### config.mk
export PLATFORM = sky130hd
export DESIGN_NAME = ahb_input_stage
export DESIGN_NICKNAME = d
export VERILOG_FILES = /design/src/rtl/ahb_input_stage.sv
export SDC_FILE = /design/constraint.sdc
export NUM_CORES = 1
export LEC_CHECK = 0
export BUFFER_PORTS_ARGS = -buffer_cell sky130_fd_sc_hd__buf_2
export CORE_MARGIN = 3
export CORE_UTILIZATION = 49
export DETAILED_ROUTE_END_ITERATION = 8
export GPL_ROUTABILITY_DRIVEN = 0
export PLACE_DENSITY = 0.8
export SYNTH_ARGS = -nofsm -noshare
export SYNTH_HDL_FRONTEND = slang
export SYNTH_SLANG_ARGS = --single-unit
### constraint.sdc
create_clock -name HCLK -period 1.71 [get_ports HCLK]
set_input_delay 0.2565 -clock HCLK [delete_from_list [all_inputs] [get_ports HCLK]]
set_output_delay 0.2565 -clock HCLK [all_outputs]
set_load 0.05 [all_outputs]
### src/rtl/ahb_input_stage.sv
// Per-manager AHB address-phase buffer: granted transfers pass straight through, ungranted ones are captured and replayed.
// Latency: 0 cycles when granted; a captured transfer goes out on the first Grant & HREADY cycle, at least 1 cycle after capture.
// Backpressure: the manager is stalled (HREADYOut=0) while a captured transfer waits for grant, and follows HREADY otherwise.
//
// Ports:
//   HCLK, HRESETn             bus clock, synchronous active-low reset
//   H*In                      address phase from the manager
//   HREADYOut                 ready back to the manager
//   Request / Grant           arbiter handshake for this manager
//   HREADY                    shared-bus ready (data-phase completion)
//   H*Out                     address phase driven onto the shared bus

module ahb_input_stage #(
    parameter int PA_BITS = 52
) (
    input  logic               HCLK,
    input  logic               HRESETn,
    input  logic [PA_BITS-1:0] HADDRIn,
    input  logic [2:0]         HSIZEIn,
    input  logic [2:0]         HBURSTIn,
    input  logic [3:0]         HPROTIn,
    input  logic [1:0]         HTRANSIn,
    input  logic               HWRITEIn,
    input  logic               HMASTLOCKIn,
    output logic               HREADYOut,
    output logic               Request,
    input  logic               Grant,
    input  logic               HREADY,
    output logic [PA_BITS-1:0] HADDROut,
    output logic [2:0]         HSIZEOut,
    output logic [2:0]         HBURSTOut,
    output logic [3:0]         HPROTOut,
    output logic [1:0]         HTRANSOut,
    output logic               HWRITEOut,
    output logic               HMASTLOCKOut
);

    // PASS: nothing buffered. HOLD: captured transfer waiting for grant.
    // DATA: replayed transfer in its bus data phase (manager still stalled
    // on its own data phase until HREADY).
    typedef enum logic [1:0] {
        ST_PASS = 2'd0,
        ST_HOLD = 2'd1,
        ST_DATA = 2'd2
    } state_t;

    localparam logic [1:0] TRANS_IDLE   = 2'b00;
    localparam logic [1:0] TRANS_NONSEQ = 2'b10;
    localparam logic [1:0] TRANS_SEQ    = 2'b11;

    state_t state;

    // Captured address phase.
    logic [PA_BITS-1:0] buf_addr;
    logic [2:0]         buf_size;
    logic [2:0]         buf_burst;
    logic [3:0]         buf_prot;
    logic [1:0]         buf_trans;
    logic               buf_write;
    logic               buf_lock;

    logic holding;
    logic accept;
    logic capture;
    logic bus_take;

    assign holding  = (state == ST_HOLD);
    assign bus_take = Grant & HREADY;

    // The manager only presents a new transfer when it sees ready. In HOLD
    // HREADYOut is 0, so accept (and hence capture) can never fire there,
    // and in DATA with HREADY=0 the same holds.
    assign accept  = HTRANSIn[1] & HREADYOut;
    assign capture = accept & ~bus_take;

    // Output muxing. Everything here is combinational so that a granted
    // pass-through adds no cycles.
    always_comb begin
        HREADYOut    = HREADY;
        Request      = HTRANSIn[1];
        HADDROut     = HADDRIn;
        HSIZEOut     = HSIZEIn;
        HBURSTOut    = HBURSTIn;
        HPROTOut     = HPROTIn;
        HTRANSOut    = HTRANSIn;
        HWRITEOut    = HWRITEIn;
        HMASTLOCKOut = HMASTLOCKIn;

        if (holding) begin
            HREADYOut    = 1'b0;
            Request      = 1'b1;
            HADDROut     = buf_addr;
            HSIZEOut     = buf_size;
            HBURSTOut    = buf_burst;
            HPROTOut     = buf_prot;
            HWRITEOut    = buf_write;
            HMASTLOCKOut = buf_lock;
            // The replay is detached from its burst on the shared bus, so a
            // captured SEQ beat must start a fresh transfer there.
            HTRANSOut    = (buf_trans == TRANS_SEQ) ? TRANS_NONSEQ : buf_trans;
        end

        // Without grant this manager must not put a transfer on the bus.
        if (!Grant) begin
            HTRANSOut    = TRANS_IDLE;
            HMASTLOCKOut = 1'b0;
        end
    end

    // State and buffer.
    always_ff @(posedge HCLK) begin
        if (!HRESETn) begin
            state     <= ST_PASS;
            buf_addr  <= '0;
            buf_size  <= '0;
            buf_burst <= '0;
            buf_prot  <= '0;
            buf_trans <= '0;
            buf_write <= 1'b0;
            buf_lock  <= 1'b0;
        end else begin
            case (state)
                ST_PASS: begin
                    if (capture) begin
                        state <= ST_HOLD;
                    end
                end
                ST_HOLD: begin
                    if (bus_take) begin
                        state <= ST_DATA;
                    end
                end
                ST_DATA: begin
                    // HREADY=1 finishes the replayed data phase; a transfer
                    // offered in that same cycle either passed through
                    // (granted) or gets captured right away.
                    if (HREADY) begin
                        state <= capture ? ST_HOLD : ST_PASS;
                    end
                end
                default: begin
                    state <= ST_PASS;
                end
            endcase

            // capture is only reachable from PASS or a completing DATA cycle,
            // so the buffer stays frozen for the whole of HOLD.
            if (capture) begin
                buf_addr  <= HADDRIn;
                buf_size  <= HSIZEIn;
                buf_burst <= HBURSTIn;
                buf_prot  <= HPROTIn;
                buf_trans <= HTRANSIn;
                buf_write <= HWRITEIn;
                buf_lock  <= HMASTLOCKIn;
            end
        end
    end

    // While a transfer waits, this manager keeps requesting and stays stalled.
    a_hold_outputs: assert property (
        @(posedge HCLK) disable iff (!HRESETn)
        (state == ST_HOLD) |-> (Request && !HREADYOut)
    );

    // A waiting transfer must not be disturbed until it is taken by the bus.
    a_hold_stable: assert property (
        @(posedge HCLK) disable iff (!HRESETn)
        (state == ST_HOLD && !bus_take) |=>
            $stable({buf_addr, buf_size, buf_burst, buf_prot, buf_trans, buf_write, buf_lock})
    );

    // Only real transfers (NONSEQ/SEQ) ever get buffered.
    a_buf_is_transfer: assert property (
        @(posedge HCLK) disable iff (!HRESETn)
        (state == ST_HOLD) |-> buf_trans[1]
    );

endmodule

==> results.md <==
* Status: finished, violations left
* Failing checks: negative setup slack
* Starting Density at 51.1%
* Distinct cells, synth at 18
* Worst path top cell family by delay: buffers and inverters
* Chip height at 90.6 um
* Syn_nets at 446
* Largest net degree at the start of global routing at 62
* Setup slack, reg-to-reg at 0.09 ns
* Htree depth at 3
* # port buffers at 137
* Setup ws final at -0.158 ns
* Seq/Total Area, Yosys at 38.8%
* Final Max Slew Viols at 0
* Yosys top cell area share at 38.8%
* First-pass GRT wire length at 14.8 mm
* Max Buffers Root-to-Sink at 2
* Ys async rst share at 0%
* Syn avg cell area at 9.33 um2
* Leakage at 0.00232 uW
* Die Wd at 90.6 um
* Layout cells sized above 1 at 46.8%
* Layout Area Growth over Synthesis at 47.0%
* TritonCTS clock tree: yes
* Finish-stage setup viols at 67
* Total power at 4060 uW
* Nets at 582
* R2R Path Start: state[1]
* WP data required at 1.45 ns
* GRT Overall Usage at 22.1%
* Worst vdd ir at 0.426 mV
* Clk_skew at 0.00695 ns
* Cell Chain, Critical Path: nand2b_4 > buf_6 > buf_16 > mux2_2 > buf_6
* Drt pass-1 iters at 4
* Clock Pin Slew Worst Setup and Hold Paths at 0.07 ns
* Syn Inst Count at 376
* Crit path max fanout at 10
* CTS sink cnt at 68
* Final Hold Viols at 0
* Post-route minimum period at 1.87 ns
* Cell repeated most along the worst path: buf_6
* MaxCap Viol Count at 0
* Vias in the first global route at 3123
* EDFF count, synth at 0
* Total grt overflow at 0
* Commonest non-fill, non-tap cell in the layout: nand2_1
* Syn. warnings at 0
* Final period utilization at 109%
* CP startpoint kind: register
* CTS Buf Count at 9
* RSZ-0062 raised after global routing: yes
* Cts hold-fix bufs at 0
* R2r worst-path depth at 6
* CTS root buffer: clkbuf_8
* Top cell type by total area after synthesis: dfxtp_1
* DR vias at 3111
* Reg2reg end: buf_addr[12]
* Buf+Inv Stages, Crit Path at 3
* Residual DRC at 0
* Final HPWL DP at 5.53 mm
* WL/cell at 15.1 um
* Worst hold start: HADDRIn[24]
* Io pins at 138
* Overall routed net length at 9.20 mm
* Top FF cell, synth: dfxtp_1
* Initial antenna violation count at 0
* Yosys reg bits at 68
* Initial drt markers at 75
* Core Util, Final at 75.1%
* HP Class: in -> reg
* Synth top area cells: dfxtp_1 (39%), mux2_2 (20%), mux2i_1 (19%), nand2_1 (14%), clkbuf_1 (1.7%)
* Area of the core at 6870 um2
* # rows at 30
* ANT cells at 0
* CP Class: reg -> out
* Slowest CP cell: mux2_2
* Post-Syn Area at 3510 um2
* Setup crit end kind: primary output
* Most frequent cells in the layout: nand2_1 (132), buf_2 (68), mux2i_1 (66), dfxtp_1 (66), buf_6 (47)
* Rel. slew slack at 81.9%
* Hold depth at 3
* Worst EP arrival at 1.61 ns
* Antenna Nets Post-Route at 0
* FMAX at 535 MHz
* DIE AREA at 8210 um2
* WHS Endpoint: buf_addr[24]
* Worst-Margin Slew at 0.271 ns
* Area after DPL at 4290 um2
* Clk Latency, worst-skew pair at 0.33 ns
* Slowest stage delay, CP at 0.36 ns
* Post-DR vias/cell at 5.09
* Design Area, Final at 5160 um2
* P per Cell Area at 787 nW/um2
## repair_timing
| action | CTS | global route |
|---|---|---|
| cloned | 4 | 1 |
| buffers inserted | 7 | 0 |
| gates resized for setup | 146 | 23 |
| pin swaps | 2 | 0 |
| setup endpoints to repair | 67 | 68 |
## through the flow
stage | hold WS, ns | cells | setup slack [ns] | setup TNS, ns
floorplan | 0.399 | 376 | -0.0474 | -0.0474
global placement | 0.439 | 585 | 0.0940 | 0
detailed placement | 0.445 | 585 | 0.0821 | 0
CTS | 0.165 | 610 | -0.174 | -9.17
global route | 0.158 | 611 | -0.234 | -12.32
finish | 0.183 | 611 | -0.158 | -8.15
## final cells by class
class	count	area, um2
Tap cell	96	120
Fill cell	472	1710
Multi-Input combinational cell	277	2100
Clock inverter	3	15.0
Clock buffer	11	141
Timing Repair Buffer	156	1420
Sequential cell	68	1360
## logic make-up after synthesis
group | count (synthesis) | synth area share [%]
muxes | 130 | 39.3
AOI/OAI and AO/OA | 5 | 0.998
buffers and inverters | 31 | 4.74
and+or+nand+nor | 142 | 16.1
DFF | 68 | 38.8
## worst max path at each step
stage,from,end,slack [ns],depth (start not counted)
5_1_grt,state[1],HTRANSOut[0],-0.23,5
6_report,state[1],HADDROut[37],-0.16,5
3_3_place_gp,state[0],HTRANSOut[0],0.09,4
2_1_floorplan,state[1],HTRANSOut[0],-0.05,4
4_1_cts,state[1],HTRANSOut[0],-0.17,5
3_5_place_dp,state[0],HTRANSOut[0],0.08,4
## state kept, by name, indices dropped and copies added, names as in the netlist
name / cells
buf_addr: 52
state: 2
buf_lock: 1
buf_size: 3
buf_burst: 3
buf_write: 1
buf_trans: 2
buf_prot: 4
## cell usage after synthesis (all sizes together), types with 2 or more instances
cell,number
mux2i,67
clkbuf,16
o21a,3
buf,15
nor2b,2
nand2,132
nand2b,2
dfxtp,68
mux2,63
## report_power, final
group	internal [uW]	total, uW	switching (uW)
clock	543	1100	558
combinational	541	1290	748
sequential	1640	1670	30.9
## per-layer routing
metal | part of all wire (%) | track usage, % | vias to the layer above
met2 | 51 | 37.7 | 110
met3 | 6.6 | 6.00 | 15
met1 | 41 | 26.3 | 1455
met5 | 0 | 0 | -
met4 | 1.5 | 8.55 | 0
li1 | - | - | 1531
## worst register-to-register path: cells and delay by family, from the launching register on
family	cells	cell delay, ns
buffers and inverters	3	0.54
AND/OR/NAND/NOR	2	0.42
flip-flops	1	0.32
multiplexers	1	0.27
No activity file was read; power rests on OpenSTA's default activity.
